[config.mk]
export PLATFORM = sky130hd
export DESIGN_NAME = modulo_gerenciador_estoque_rolhas
export DESIGN_NICKNAME = d
export VERILOG_FILES = /design/src/rtl/modulo_gerenciador_estoque_rolhas_pkg.sv /design/src/rtl/modulo_contador_ud_sat.sv /design/src/rtl/modulo_gerenciador_estoque_rolhas.sv
export SDC_FILE = /design/constraint.sdc
export NUM_CORES = 1
export LEC_CHECK = 0
export CAP_MARGIN = 5
export CORE_AREA = 2 2 72 74
export DETAILED_ROUTE_END_ITERATION = 10
export DIE_AREA = 0 0 74 76
export HOLD_SLACK_MARGIN = 0.06
export PLACE_DENSITY = 0.75
export SYNTH_ARGS = -nofsm -noshare
export SYNTH_HDL_FRONTEND = slang
export SYNTH_SLANG_ARGS = --single-unit
[constraint.sdc]
create_clock -name clk -period 8.7 [get_ports clk]
set_input_delay 1.74 -clock clk [delete_from_list [all_inputs] [get_ports clk]]
set_output_delay 1.74 -clock clk [all_outputs]
set_load 0.02 [all_outputs]
[src/rtl/modulo_gerenciador_estoque_rolhas_pkg.sv]
// pkg_rolhas: FSM states and default stock constants shared with the display encoders
package pkg_rolhas;
    typedef enum logic [1:0] {OCIOSO, TRANSFERE, CARGA} estado_rolhas_t;
    localparam int CNT_W_PAD       = 7;
    localparam int CAP_PRINC_PAD   = 99;
    localparam int CAP_SEC_PAD     = 99;
    localparam int MIN_PRINC_PAD   = 5;
    localparam int LOTE_TRANSF_PAD = 15;
endpackage

[src/rtl/modulo_contador_ud_sat.sv]
// modulo_contador_ud_sat: saturating up/down counter, up and dn together hold the count
module modulo_contador_ud_sat #(
    parameter int CNT_W = 7,
    parameter int MAX   = 99
) (
    input  logic             clk,
    input  logic             clr_n,
    input  logic             en,
    input  logic             up,
    input  logic             dn,
    output logic [CNT_W-1:0] qtd
);
    localparam logic [CNT_W-1:0] MAX_Q = CNT_W'(MAX);
    always_ff @(posedge clk or negedge clr_n)
        if (!clr_n)
            qtd <= '0;
        else if (en && up && !dn && qtd != MAX_Q)
            qtd <= qtd + 1'b1;
        else if (en && dn && !up && qtd != '0)
            qtd <= qtd - 1'b1;
endmodule

[src/rtl/modulo_gerenciador_estoque_rolhas.sv]
// modulo_gerenciador_estoque_rolhas: principal/secondary cork stock with auto-transfer and operator load
module modulo_gerenciador_estoque_rolhas
    import pkg_rolhas::*;
#(
    parameter int CNT_W       = CNT_W_PAD,
    parameter int CAP_PRINC   = CAP_PRINC_PAD,
    parameter int CAP_SEC     = CAP_SEC_PAD,
    parameter int MIN_PRINC   = MIN_PRINC_PAD,
    parameter int LOTE_TRANSF = LOTE_TRANSF_PAD
) (
    input  logic             clk,
    input  logic             clr_n,
    input  logic             enable,
    input  logic             consumo,
    input  logic             op_carga,
    input  logic [CNT_W-1:0] op_qtd,
    output logic [CNT_W-1:0] qtd_principal,
    output logic [CNT_W-1:0] qtd_secundario,
    output logic             ro,
    output logic             min_principal,
    output logic             busy,
    output logic             carga_rejeitada,
    output logic             transf_fim
);
    localparam logic [CNT_W-1:0] CAP_P  = CNT_W'(CAP_PRINC);
    localparam logic [CNT_W-1:0] MIN_P  = CNT_W'(MIN_PRINC);
    localparam logic [CNT_W-1:0] LOTE_Q = CNT_W'(LOTE_TRANSF);
    localparam logic [CNT_W:0]   CAP_S  = (CNT_W+1)'(CAP_SEC);

    estado_rolhas_t   estado, estado_next;
    logic [CNT_W-1:0] rem, rem_next, vaga, lote_a, lote;
    logic [CNT_W:0]   soma;
    logic             ocioso, passo, ultimo, inicia_transf, inicia_carga;

    always_comb begin
        vaga          = CAP_P - qtd_principal;
        lote_a        = LOTE_Q < qtd_secundario ? LOTE_Q : qtd_secundario;
        lote          = vaga < lote_a ? vaga : lote_a;
        soma          = {1'b0, qtd_secundario} + {1'b0, op_qtd};
        ocioso        = estado == OCIOSO;
        inicia_transf = enable && ocioso && min_principal && lote != '0;
        inicia_carga  = enable && ocioso && op_carga && op_qtd != '0 && soma <= CAP_S && !inicia_transf;
        passo         = enable && !ocioso;
        ultimo        = passo && rem == CNT_W'(1);
        estado_next   = inicia_transf ? TRANSFERE : inicia_carga ? CARGA : ultimo ? OCIOSO : estado;
        rem_next      = inicia_transf ? lote : inicia_carga ? op_qtd : passo ? rem - 1'b1 : rem;
    end

    always_ff @(posedge clk or negedge clr_n)
        if (!clr_n) begin
            estado          <= OCIOSO;
            rem             <= '0;
            carga_rejeitada <= 1'b0;
            transf_fim      <= 1'b0;
        end else begin
            estado          <= estado_next;
            rem             <= rem_next;
            carga_rejeitada <= op_carga && !inicia_carga;
            transf_fim      <= ultimo && estado == TRANSFERE;
        end

    assign ro            = qtd_principal == '0;
    assign min_principal = qtd_principal <= MIN_P;
    assign busy          = !ocioso;

    // consumption is gated at zero so it cannot cancel a transfer unit into an empty stock
    modulo_contador_ud_sat #(.CNT_W(CNT_W), .MAX(CAP_PRINC)) u_principal (
        .clk(clk), .clr_n(clr_n), .en(enable),
        .up(estado == TRANSFERE), .dn(consumo && !ro), .qtd(qtd_principal)
    );

    modulo_contador_ud_sat #(.CNT_W(CNT_W), .MAX(CAP_SEC)) u_secundario (
        .clk(clk), .clr_n(clr_n), .en(enable),
        .up(estado == CARGA), .dn(estado == TRANSFERE), .qtd(qtd_secundario)
    );
endmodule

==> results.cfg <==
[placed_design]
routabilityCongestion = 0.861
port_buffers = 30
dp_hpwl_mm = 4.25

[clock_tree]
clockBufferDepth = 2
cts_resized = 0
clk_pin_slew_ns = 0.09
cts_tree = built
worstSkewPairLatency_ns = 0.27
cts_sinks = 25
h-tree-depth = 1
cts_buffers = 3
cts_setup_buffers = 0
cts_root_buf = clkbuf_8
cts_hold_buf = 0

[grt]
grt_max_degree = 26
globalRouteTotalUtil_pct = 21.0
top_usage_layer = met2
grt.met3_usage_pct = 2.65
grt_pass1_vias = 2079
antenna_found_initial = 0
grt_use_met2_pct = 33.8
grt_first_pass_wirelength_mm = 9.61
grtUsageMet1_pct = 30.0
grt_overflow_total = 0

[timing]
period_needed_ns = 4.44
worst_pin_slew_ns = 0.936
rsz0062_at_grt = false
finClkSkew_ns = 0.00160
setup_viol = 0
tns_ns = 0
report.final.slew_viol_count = 0
timing.fmax_ghz = 0.225
hold_viol_final = 0
min_period_over_period_pct = 51.0
maxSlewHeadroom_pct = 37.2

[critical_path]
r2r_slack_ns = 5.10
r2r_cells = 12
worstSetupPathType = in -> reg
cp-end-kind = flip-flop
r2r_start = u_principal.qtd[2]$_DFFE_PN0P_
cp-startpoint = op_qtd[4]
worst-endpoint-required_ns = 8.86
path_max_fanout = 8
r2r-end = rem[0]$_DFFE_PN0P_
crit_arrival_ns = 4.60
cp-start-kind = input port

[synthesis]
yosys_warnings = 0
synthDistinctLibCells = 54
synth.avg_cell_area_um2 = 9.09
synth_ff_type = dfrtp_1
synthCells = 258
yosysSeqAreaShare_pct = 26.7
ys_ff_latch = 25
synthArstFlopShare_pct = 100
syn_area_um2 = 2350
synth-edff-count = 0

[power_and_ir_drop]
intPower_uw = 553
ir_drop_mv = 0.173
p_seq_share_pct = 24.8
power_frac_comb_pct = 68.7
p_per_area_nw_per_um2 = 391
clock_power_share_pct = 6.5
power_switching_uw = 530
p_sw_share_pct = 48.9
p_leak_nw = 1.17

[drt]
ant_nets = 0
via_per_inst = 5.69
dr.pass1.iters = 4
drc = 0
vias = 2048
drtIter0Drc = 121
wl_per_cell_um = 15.0
wirelength_mm = 5.41

[run]
maxCapViolations = 0

[die]
coreArea_um2 = 4910
die_area_um2 = 5620
fp.dieH_um = 76
rows = 26
die-width_um = 74
start_util_pct = 47.8
num_io_pins = 31

[finish]
multiInputGateArea_um2 = 1630
area_growth_pct = 18.1
antenna_cells = 0
final_cell_mix = clkdlybuf4s50_1, ha_1, dfrtp_1, inv_1, nand2_1
drive_gt1_share_pct = 6.21
seqCellArea_um2 = 626
final_common_cell = clkdlybuf4s50_1
nets = 333
fill_cells = 455
fin_util_pct = 56.4

[hold_path]
min_to = u_principal.qtd[6]$_DFFE_PN0P_
hold_path_class = reg -> reg
hp-start = u_principal.qtd[6]$_DFFE_PN0P_
worstHoldPathCells = 1

[status]
status = finished, final reports clean
## cell type report
class	instances	area share, %
multi-input cells	210	58.8
flip-flops and latches	25	22.6
repair buffers	31	11.1
well taps	70	3.16
inverters	20	2.71
clock buffers	4	1.63
## per-stage QoR
stage | std cells | power, mW | hold slack (ns) | setup WS [ns] | instance area [um^2]
final | 360 | 1.08 | 0.568 | 4.26 | 2770
after global routing | 360 | 1.20 | 0.600 | 4.10 | 2770
after CTS | 360 | 1.09 | 0.565 | 4.33 | 2770
after detailed placement | 356 | 1.01 | 0.543 | 4.07 | 2730
after global placement | 356 | 0.987 | 0.536 | 4.18 | 2730
after floorplan | 260 | 0.807 | 0.504 | 4.85 | 2350
## Yosys cell counts (all sizes together), types with 3 or more instances
master | instances | area share (%)
xor2 | 9 | 3.4
a211oi | 16 | 5.3
fa | 3 | 2.6
inv | 20 | 3.2
nor4 | 3 | 0.80
ha | 27 | 14
nor3b | 3 | 0.96
o32ai | 5 | 1.9
dfrtp | 25 | 27
nand4 | 4 | 1.1
nor4b | 4 | 1.5
o21a | 3 | 0.96
nand2 | 19 | 3.0
nand2b | 3 | 0.80
nor3 | 5 | 1.5
clkbuf | 4 | 0.64
nor2 | 11 | 1.9
mux2i | 3 | 1.3
a21oi | 16 | 3.4
mux2 | 6 | 2.9
o21bai | 4 | 1.3
xnor2 | 13 | 4.9
o21ai | 13 | 2.8
a21o | 9 | 2.9
## flip-flops by register name, indices dropped and copies added, names as in the netlist
| signal | cells |
|---|---|
| u_secundario.qtd | 7 |
| carga_rejeitada | 1 |
| transf_fim | 1 |
| u_principal.qtd | 7 |
| rem | 7 |
| estado | 2 |
## layer usage
| layer | vias up | wire (um) |
|---|---|---|
| li1 | 1017 | - |
| met1 | 984 | 2460 |
| met2 | 38 | 2760 |
| met3 | 9 | 125 |
| met4 | 0 | 63 |
| met5 | - | 0 |
## logic make-up (layout without fill, tap and decap cells)
| family | count (synthesis) | count (layout) | synth area share, % |
|---|---|---|---|
| XOR/XNOR | 22 | 22 | 8.21 |
| multiplexers | 9 | 9 | 4.16 |
| flip-flops | 25 | 25 | 26.7 |
| adder cells (fa/ha/maj) | 30 | 30 | 17.0 |
| buffers and inverters | 25 | 55 | 4.16 |
| other | 1 | 3 | 0.160 |
| AND/OR/NAND/NOR | 69 | 69 | 16.6 |
| AO/OA/AOI/OAI | 77 | 77 | 23.0 |
## power groups by stage
stage,Clock (mW),Sequential (mW),Combinational [mW]
floorplan,0,0.280,0.527
detailed placement,0,0.271,0.742
global placement,0,0.270,0.717
CTS,0.0726,0.268,0.745
global route,0.0760,0.282,0.840
finish,0.0706,0.269,0.745
## how the worst max path moves through the flow
| stage | cells after the start | endpoint |
|---|---|---|
| 6_report | 8 | rem[0]$_DFFE_PN0P_ |
| 5_1_grt | 7 | rem[5]$_DFFE_PN0P_ |
| 4_1_cts | 8 | rem[0]$_DFFE_PN0P_ |
| 3_5_place_dp | 8 | rem[0]$_DFFE_PN0P_ |
| 3_3_place_gp | 7 | rem[5]$_DFFE_PN0P_ |
| 2_1_floorplan | 7 | rem[0]$_DFFE_PN0P_ |
## critical path: stages
cell and delay (ns):
clkdlybuf4s50_1 0.49, ha_1 0.42, and3_2 0.22, a221oi_1 0.36, o21ai_0 0.23, a311oi_2 0.62
a211oi_1 0.16, o32ai_1 0.35
Note: power is estimated with default switching activity, not from simulation.
==> edit (same settings) <==
The package constant `CNT_W_PAD` goes from 7 to 8.
--- a/src/rtl/modulo_gerenciador_estoque_rolhas_pkg.sv
+++ b/src/rtl/modulo_gerenciador_estoque_rolhas_pkg.sv
@@ -1,7 +1,7 @@
 // pkg_rolhas: FSM states and default stock constants shared with the display encoders
 package pkg_rolhas;
     typedef enum logic [1:0] {OCIOSO, TRANSFERE, CARGA} estado_rolhas_t;
-    localparam int CNT_W_PAD       = 7;
+    localparam int CNT_W_PAD       = 8;
     localparam int CAP_PRINC_PAD   = 99;
     localparam int CAP_SEC_PAD     = 99;
     localparam int MIN_PRINC_PAD   = 5;
Ports: changed (resized op_qtd, qtd_principal and qtd_secundario); port bits go from 31 to 34. The function was not compared with the original's and may differ.
==> edit against the original RTL <==
  * Routed wire length increased by 13%
  * Via count is 9.7% higher
  * Sequential cell count is 3 higher
  * Setup slack lost 250 ps
  * Final area is 12% higher
  * Critical path type unchanged
  * Clock skew grew 9.4 ps
  * Power grew 13%
  * Clock power is 11% higher
  * Synthesized area up 14%
  * First-iteration DRC count fell by 1.7%
==> edit: results <==
[grt]
grt_pass1_wl_um = 10420
grt_max_degree = 29
grt_util_all_layers_pct = 23.27
met3_usage_pct = 3.968

[logic_synthesis]
netlist-cell-type-count = 64
synth_xor_area_share_pct = 7.847
synthTopCellsByArea = dfrtp_1 26%, ha_1 14%, a21oi_1 4.7%, xor2_1 4.3%, nand2_1 3.8%
yosys.area_share.adder_pct = 16.72
netlist_top_cells_count = 31 x ha_1, 28 x dfrtp_1, 27 x nand2_1
ys_seq_area_share_pct = 26.16
synthMuxAreaShare_pct = 3.129

[status]
run_status = finished clean

[final_layout]
reg_top3 = rem x8, u_principal.qtd x8, u_secundario.qtd x8
n_fill_cell = 439
fin_nets = 377

[placed_design]
hpwlAfterDp_um = 4790
io_buffer_count = 33
pre_cts_ws_ps = 3718
gp_congestion = 0.8728

[critical_path]
crit_fanout = 15
reg2reg_from = u_secundario.qtd[3]$_DFFE_PN0P_
critPathSlowestCell = o31ai_4
r2r-end = u_secundario.qtd[7]$_DFFE_PN0P_
ff2ff_setup_slack_ps = 5090

[routing]
wl_per_cell_um = 15.28
drt-met1-wl_um = 2879
initialDrtViolationCount = 119
wl_met2_um = 2949
route.vias.total = 2247
dr_wl_met3_um = 242

[timing]
slew_headroom_pct = 44.99

[pwr]
power_leakage_nw = 1.384
p_int_w = 0.0006268
vdd_ir_drop_max_v = 0.0002416
seq_power_w = 0.000305

[worst_hold_path]
hold_path_end = estado[0]$_DFFE_PN0P_
hp-start = estado[0]$_DFFE_PN0P_
[edit: cell count changes in the layout (fill, tap and decap cells not counted), moves of 4 or more]
cell,before,now
nor2_1,10,25
a211oi_1,15,4
a21oi_1,16,25
nand2_1,19,27
nand3_1,2,9
o32ai_1,5,0
a21o_1,9,5
ha_1,27,31
inv_1,20,16
nor4b_1,4,0
xor2_1,9,13
[edit: tightest hold or removal path, stage by stage (launching register included)]
cell	delay (ps)
dfrtp_1	400
nand2_1	60
nand2_1	60
[edit: cells by family after synthesis]
logic type	count (synthesis)
compound gates	81
xor+xnor	24
fa+ha+maj	34
buf+inv	24
flops	28
mux	8
other cells	1
simple gates	96
[edit: layout make-up]
type                       count  area [um^2]  share of cell area [%]
inverter                      16        60.06                   1.935
clock buffer                   4        55.05                   1.773
multi-input combinational    247         1863                   60.02
sequential                    28        700.7                   22.57
tap                           70        87.58                   2.821
timing repair buffer          34        337.8                   10.88
[edit: through the flow]
stage / utilization, % / cell area, um^2 / std cells / hold slack (ps)
finish: 63.19 / 3104 / 399 / 540.6
detailed placement: 62.07 / 3049 / 395 / 505.7
floorplan: - / 2690 / 299 / 466.9
global route: 63.19 / 3104 / 399 / 550.9
global placement: 62.07 / 3049 / 395 / 505.3
CTS: 63.19 / 3104 / 399 / 533.6
[edit: worst max path at each step]
stage          startpoint                        endpoint  slack (ps)
2_1_floorplan   op_qtd[0]              rem[4]$_DFFE_PN0P_        4670
3_3_place_gp    op_qtd[0]              rem[4]$_DFFE_PN0P_        3770
3_5_place_dp    op_qtd[0]              rem[4]$_DFFE_PN0P_        3720
4_1_cts         op_qtd[0]              rem[4]$_DFFE_PN0P_        3990
5_1_grt            enable  u_principal.qtd[7]$_DFFE_PN0P_        3720
6_report        op_qtd[0]              rem[4]$_DFFE_PN0P_        4010
